--- config.mk ---
export PLATFORM = sky130hd
export DESIGN_NAME = cc_gen_flat
export DESIGN_NICKNAME = d
export VERILOG_FILES = /design/src/rtl/cc_gen_if.sv /design/src/rtl/cc_gen.sv /design/src/flat_wrapper.sv
export SDC_FILE = /design/constraint.sdc
export NUM_CORES = 1
export LEC_CHECK = 0
export ABC_AREA = 1
export CORE_ASPECT_RATIO = 2
export CORE_MARGIN = 2
export CORE_UTILIZATION = 40
export DETAILED_ROUTE_END_ITERATION = 6
export MAX_ROUTING_LAYER = met4
export PLACE_DENSITY = 0.8
export SETUP_SLACK_MARGIN = 0.15
export SYNTH_ARGS = -nofsm -noshare
export SYNTH_HDL_FRONTEND = slang
export SYNTH_SLANG_ARGS = --single-unit
--- constraint.sdc ---
create_clock -name clk -period 1.7 [get_ports clk]
set_clock_uncertainty 0.05 [all_clocks]
set_input_delay 0.51 -clock clk [delete_from_list [all_inputs] [get_ports clk]]
set_output_delay 0.51 -clock clk [all_outputs]
set_load 0.01 [all_outputs]
--- src/rtl/cc_gen_if.sv ---
// Pipeline-side bundle for the condition-code producer: EX capture fields,
// the memory return path and the forwarded nzp/stall outputs.
interface cc_gen_if #(
   parameter int WIDTH = 16
);
   logic             advance;
   logic             flush;
   logic             ex_valid;
   logic             ex_setcc;
   logic [WIDTH-1:0] ex_result;
   logic [1:0]       ex_load_kind;
   logic             ex_byte;
   logic             ex_addr0;
   logic             mem_resp;
   logic [WIDTH-1:0] mem_rdata;
   logic [2:0]       cc;
   logic [2:0]       mem_nzp;
   logic             mem_nzp_fwd;
   logic             cc_pending;
   logic             mem_busy;

   // Pipeline control / memory model side.
   modport master (
      output advance, flush, ex_valid, ex_setcc, ex_result, ex_load_kind,
             ex_byte, ex_addr0, mem_resp, mem_rdata,
      input  cc, mem_nzp, mem_nzp_fwd, cc_pending, mem_busy
   );

   // Condition-code generator side.
   modport slave (
      input  advance, flush, ex_valid, ex_setcc, ex_result, ex_load_kind,
             ex_byte, ex_addr0, mem_resp, mem_rdata,
      output cc, mem_nzp, mem_nzp_fwd, cc_pending, mem_busy
   );
endinterface

--- src/rtl/cc_gen.sv ---
// LC-3b condition-code producer: carries CC setters from EX through MEM to
// WB, resolves load nzp from memory return data, holds the architectural CC
// and forwards the youngest known nzp to the branch comparator.
module cc_gen #(
   parameter int         WIDTH    = 16,
   parameter logic [2:0] RESET_CC = 3'b010
) (
   input logic      clk,
   input logic      reset_n,
   cc_gen_if.slave  bus
);

   typedef enum logic [1:0] {
      ST_DONE  = 2'd0,
      ST_WAIT1 = 2'd1,
      ST_WAIT2 = 2'd2
   } mem_st_t;

   // One-hot {n,z,p} classification of a datapath word.
   function automatic logic [2:0] nzp_of(input logic [WIDTH-1:0] x);
      logic n, z;
      n = x[WIDTH-1];
      z = (x == '0);
      return {n, z, ~n & ~z};
   endfunction

   // MEM stage
   logic       m_v, m_set, m_addr0, m_byte;
   logic [2:0] m_nzp;
   mem_st_t    m_st;
   // WB stage
   logic       w_v, w_set;
   logic [2:0] w_nzp;
   // Architectural CC
   logic [2:0] cc_q;

   logic             busy;
   logic             adv;
   logic             capture;
   logic [7:0]       rbyte;
   logic [WIDTH-1:0] load_val;

   assign busy    = m_v & (m_st != ST_DONE);
   // A stalled MEM load swallows any advance request until its data returns.
   assign adv     = bus.advance & ~busy;
   assign capture = bus.ex_valid & ~bus.flush;

   // Load return word as seen by the CC logic (LDB picks and sign-extends a byte).
   always_comb begin
      // NOTE: every always_comb output gets a default first so no path leaves it
      // unassigned, which would otherwise infer a latch.
      rbyte    = m_addr0 ? bus.mem_rdata[15:8] : bus.mem_rdata[7:0];
      load_val = bus.mem_rdata;
      if (m_byte)
         load_val = {{(WIDTH-8){rbyte[7]}}, rbyte};
   end

   // Pipeline registers, MEM load FSM and CC commit.
   always_ff @(posedge clk or negedge reset_n) begin
      if (!reset_n) begin
         m_v     <= 1'b0;
         m_set   <= 1'b0;
         m_nzp   <= 3'b000;
         m_addr0 <= 1'b0;
         m_byte  <= 1'b0;
         m_st    <= ST_DONE;
         w_v     <= 1'b0;
         w_set   <= 1'b0;
         w_nzp   <= 3'b000;
         cc_q    <= RESET_CC;
      end else begin
         // NOTE: non-blocking assignments make every stage read the pre-edge
         // value of its predecessor, so commit sees the old W while W loads M.
         if (w_v && w_set)
            cc_q <= w_nzp;

         if (adv) begin
            w_v   <= m_v;
            w_set <= m_set;
            w_nzp <= m_nzp;
            if (capture) begin
               m_v     <= 1'b1;
               m_set   <= bus.ex_setcc;
               m_addr0 <= bus.ex_addr0;
               m_byte  <= bus.ex_byte;
               unique case (bus.ex_load_kind)
                  2'b00: begin
                     m_st  <= ST_DONE;
                     m_nzp <= nzp_of(bus.ex_result);
                  end
                  2'b10: begin
                     m_st  <= ST_WAIT2;
                     m_nzp <= 3'b000;
                  end
                  default: begin
                     m_st  <= ST_WAIT1;
                     m_nzp <= 3'b000;
                  end
               endcase
            end else begin
               m_v  <= 1'b0;
               m_st <= ST_DONE;
            end
         end else if (busy && bus.mem_resp) begin
            unique case (m_st)
               ST_WAIT2: m_st <= ST_WAIT1;
               ST_WAIT1: begin
                  m_st  <= ST_DONE;
                  m_nzp <= nzp_of(load_val);
               end
               default:  m_st <= m_st;
            endcase
         end
      end
   end

   // Youngest-first forwarding of the effective nzp to the branch unit.
   always_comb begin
      bus.mem_nzp     = cc_q;
      bus.mem_nzp_fwd = 1'b0;
      bus.cc_pending  = 1'b0;
      if (m_v && m_set) begin
         bus.mem_nzp_fwd = 1'b1;
         if (m_st == ST_DONE) begin
            bus.mem_nzp = m_nzp;
         end else begin
            bus.mem_nzp    = 3'b000;
            bus.cc_pending = 1'b1;
         end
      end else if (w_v && w_set) begin
         bus.mem_nzp     = w_nzp;
         bus.mem_nzp_fwd = 1'b1;
      end
   end

   assign bus.cc       = cc_q;
   assign bus.mem_busy = busy;

endmodule

--- src/flat_wrapper.sv ---
// flat-port wrapper written by rule: the top's interface ports become plain ports
module cc_gen_flat 
#(
   parameter int         WIDTH    = 16,
   parameter logic [2:0] RESET_CC = 3'b010
)
  (clk, reset_n, bus_advance, bus_flush, bus_ex_valid, bus_ex_setcc, bus_ex_result, bus_ex_load_kind, bus_ex_byte, bus_ex_addr0, bus_mem_resp, bus_mem_rdata, bus_cc, bus_mem_nzp, bus_mem_nzp_fwd, bus_cc_pending, bus_mem_busy);
  cc_gen_if #(.WIDTH(WIDTH)) bus_i ();
  input logic clk;
  input logic reset_n;
  input wire logic [$bits(bus_i.advance)-1:0] bus_advance;
  input wire logic [$bits(bus_i.flush)-1:0] bus_flush;
  input wire logic [$bits(bus_i.ex_valid)-1:0] bus_ex_valid;
  input wire logic [$bits(bus_i.ex_setcc)-1:0] bus_ex_setcc;
  input wire logic [$bits(bus_i.ex_result)-1:0] bus_ex_result;
  input wire logic [$bits(bus_i.ex_load_kind)-1:0] bus_ex_load_kind;
  input wire logic [$bits(bus_i.ex_byte)-1:0] bus_ex_byte;
  input wire logic [$bits(bus_i.ex_addr0)-1:0] bus_ex_addr0;
  input wire logic [$bits(bus_i.mem_resp)-1:0] bus_mem_resp;
  input wire logic [$bits(bus_i.mem_rdata)-1:0] bus_mem_rdata;
  output wire logic [$bits(bus_i.cc)-1:0] bus_cc;
  output wire logic [$bits(bus_i.mem_nzp)-1:0] bus_mem_nzp;
  output wire logic [$bits(bus_i.mem_nzp_fwd)-1:0] bus_mem_nzp_fwd;
  output wire logic [$bits(bus_i.cc_pending)-1:0] bus_cc_pending;
  output wire logic [$bits(bus_i.mem_busy)-1:0] bus_mem_busy;
  assign bus_i.advance = bus_advance;
  assign bus_i.flush = bus_flush;
  assign bus_i.ex_valid = bus_ex_valid;
  assign bus_i.ex_setcc = bus_ex_setcc;
  assign bus_i.ex_result = bus_ex_result;
  assign bus_i.ex_load_kind = bus_ex_load_kind;
  assign bus_i.ex_byte = bus_ex_byte;
  assign bus_i.ex_addr0 = bus_ex_addr0;
  assign bus_i.mem_resp = bus_mem_resp;
  assign bus_i.mem_rdata = bus_mem_rdata;
  assign bus_cc = bus_i.cc;
  assign bus_mem_nzp = bus_i.mem_nzp;
  assign bus_mem_nzp_fwd = bus_i.mem_nzp_fwd;
  assign bus_cc_pending = bus_i.cc_pending;
  assign bus_mem_busy = bus_i.mem_busy;
  cc_gen #(.WIDTH(WIDTH), .RESET_CC(RESET_CC)) u_core (.clk(clk), .reset_n(reset_n), .bus(bus_i));
endmodule
==> flow_summary.yaml, run 1 <==
run_status:
  status: "finished, violations left"
  violations: "setup timing"
clock_tree:
  h-tree-depth: 1
  cts_buffer_depth: 2
  cts_hold_buf: 0
  cts_sinks: 17
  cts_tree: "yes"
  clockRootBuffer: "clkbuf_8"
  clock_latency_ps: 260
  clk_pin_slew_ps: 70
  cts_buffers: 3
detailed_routing:
  final_antenna_net_count: 0
  drt_iter0_drc: 28
  drc: 0
  drt-total-wl_um: 3290
  vias: 1246
  drtPass1Iterations: 4
  viasPerCell: 4.85
  wl_per_cell_um: 12.8
place:
  dp.cells: 238
  detailed_place_hpwl_um: 2400
  post_dp_cell_area_sq_um: 1680
  port_buffers: 51
  gp_congestion: 0.801
  pre_cts_ws_ps: -291
logic_synthesis:
  synth.area.top_cells: "dfrtp_1, nand2_1, nor2_1, inv_1, o21ai_0"
  syn_area_sq_um: 1040
  syn-mean-instance-area_sq_um: 7.14
  synth_top_area_share_pct: 38.4
  synth_cells: 146
  synth-seq-cells: 17
  synth_top_area_cell: "dfrtp_1"
  yosysSeqAreaShare_pct: 40.9
  synth_nets: 191
  synth.distinct_cells: 21
  yosysWarningCount: 0
setup_path:
  cp_max_fo: 5
  cp_slowest_cell: "dfrtp_1"
  worstReg2RegEnd: "u_core.bus.cc[0]"
  crit_path_max_incr_delay_ps: 400
  arrival_ps: 1240
  start_kind: "register"
  worstSetupPathType: "reg2out"
  crit_chain: "inv_2, ha_4, nand3_1, o21ai_1, buf_2"
  reg2reg_depth: 12
  r2r-start: "u_core.w_set"
  rrSetupSlack_ps: 50
  endpoint_kind: "output port"
  crit_required_ps: 1140
power_and_ir_drop:
  power_uw: 860
  ir_worst_vdd_uv: 457
  p_per_area_nw_per_um2: 449
  leakage_nw: 0.967
floorplan:
  num_rows: 26
  dieArea_sq_um: 3050
  initial_core_util_pct: 41.6
  die_y_um: 76.2
  core_sq_um: 2500
  die_w_um: 40.1
  io_pins: 52
grt:
  gr-total-overflow: 0
  grt.total_usage_pct: 23.9
  grt_pass1_vias: 1285
  antenna_found_initial: 0
  grt_start_max_net_pins: 18
  grt_pass1_wl_um: 5060
timing:
  fin_crit_sh_pct: 106
  worst_pin_slew_ps: 233
  finalHoldViolations: 0
  setup_viol: 5
  fin_setup_tns_ps: -382
  finalMaxSlewViolations: 0
  grt_setup_unrepaired: "true"
  timing.hold.ws_ps: 471
  slew-limit-headroom_pct: 84.3
  period_minus_slack_ps: 1800
  max_freq_mhz: 554
  fin_ws_ps: -104
final_layout:
  final_cell_mix: "clkdlybuf4s50_1, nand2_1, nor2_1, buf_4, dfrtp_1"
  final_common_cell: "clkdlybuf4s50_1"
  layout.nets: 275
  syn2layout_area_growth_pct: 83.6
  layout.cells.non_filler: 257
  final_layout_size_suffix_gt1_share_pct: 33.6
  fin_util_pct: 76.4
  antennaDiodeCount: 0
  finish.instance_area_sq_um: 1910
worst_hold_path:
  hold_path_startpoint: "u_core.m_byte"
  min_to: "u_core.m_byte"
  min_path_type: "reg2reg"
  worst_hold_path.num_cells: 2
job:
  drv_cap: 0
-- layer usage --
| layer | GRT usage (%) | vias to the layer above | share of wire, % |
|---|---|---|---|
| met5 | - | - | 0 |
| met4 | 10.0 | 0 | 1.9 |
| met3 | 3.50 | 7 | 4.4 |
| met2 | 44.8 | 41 | 63 |
| met1 | 20.4 | 585 | 30 |
| li1 | - | 613 | - |
-- final cells by class --
type / count / area (sq um)
inverter: 23 / 93.8
clock inverter: 1 / 5.00
clock buffer: 3 / 41.3
sequential: 17 / 427
tap: 28 / 35.0
fill: 190 / 592
timing repair buffer: 80 / 724
multi-input combinational: 105 / 587
-- worst max-delay path: cells and delay by family, from the launching register on --
kind            cells  cell delay, ps
fa+ha+maj           1             180
flops               1             400
simple gates        1              80
compound gates      1              90
buf+inv             2             240
-- how the worst max path moves through the flow --
stage / to / from / slack (ps) / cells past startpoint
detailed placement: bus_mem_nzp[2] / u_core.m_st[0] / -290 / 5
CTS: bus_mem_nzp[1] / u_core.bus.cc[1] / -70 / 5
floorplan: bus_mem_nzp[1] / u_core.bus.cc[1] / 220 / 4
global route: bus_mem_nzp[0] / u_core.m_st[0] / -150 / 5
finish: bus_mem_nzp[0] / u_core.m_st[0] / -100 / 5
global placement: bus_mem_nzp[0] / u_core.w_v / -240 / 4
-- cell families (layout without fill, tap and decap cells) --
family,Yosys count,after routing,synth area share [%]
AO/OA/AOI/OAI,21,21,12.7
adder cells (fa/ha/maj),2,2,2.40
buffers and inverters,24,107,9.84
flip-flops,17,17,40.9
AND/OR/NAND/NOR,82,82,34.1
-- where the power goes --
part	switching, mW	internal [mW]	total, mW
logic	0.0428	0.100	0.143
registers	0	0.405	0.405
clock network	0.149	0.163	0.312
-- repair_timing --
| action | CTS | global route |
|---|---|---|
| resized for setup | 42 | 26 |
| buffers inserted | 11 | 4 |
| setup endpoints to repair | 11 | 15 |
| pin swaps | 5 | 10 |
-- cell usage after synthesis --
| cell type | number |
|---|---|
| o21ai_0 | 11 |
| nand3_1 | 7 |
| o21ai_1 | 3 |
| nand2_1 | 44 |
| nand2_4 | 1 |
| nor2_2 | 1 |
| o31ai_2 | 1 |
| dfrtp_1 | 16 |
| a21oi_2 | 3 |
| buf_8 | 1 |
| nor2_8 | 1 |
| o22ai_1 | 1 |
| nor2_4 | 1 |
| nand2_2 | 2 |
| inv_1 | 18 |
| dfstp_2 | 1 |
| inv_2 | 4 |
| o21ai_2 | 2 |
| ha_1 | 2 |
| clkinv_2 | 1 |
| nor2_1 | 25 |
-- state kept, by name (all words and copies together) (netlist names), 2 cells and up --
signal and count:
u_core.m_nzp 3, u_core.w_nzp 3, u_core.bus.cc 3, u_core.m_st 2
(Power assumes the default switching activity.)
==> run 2, diff against run 1 <==
Settings changed: SLEW_MARGIN set to 20.
==> results of run 2 <==
No change in the layout: final DEF, timing and power equal those of run 1.
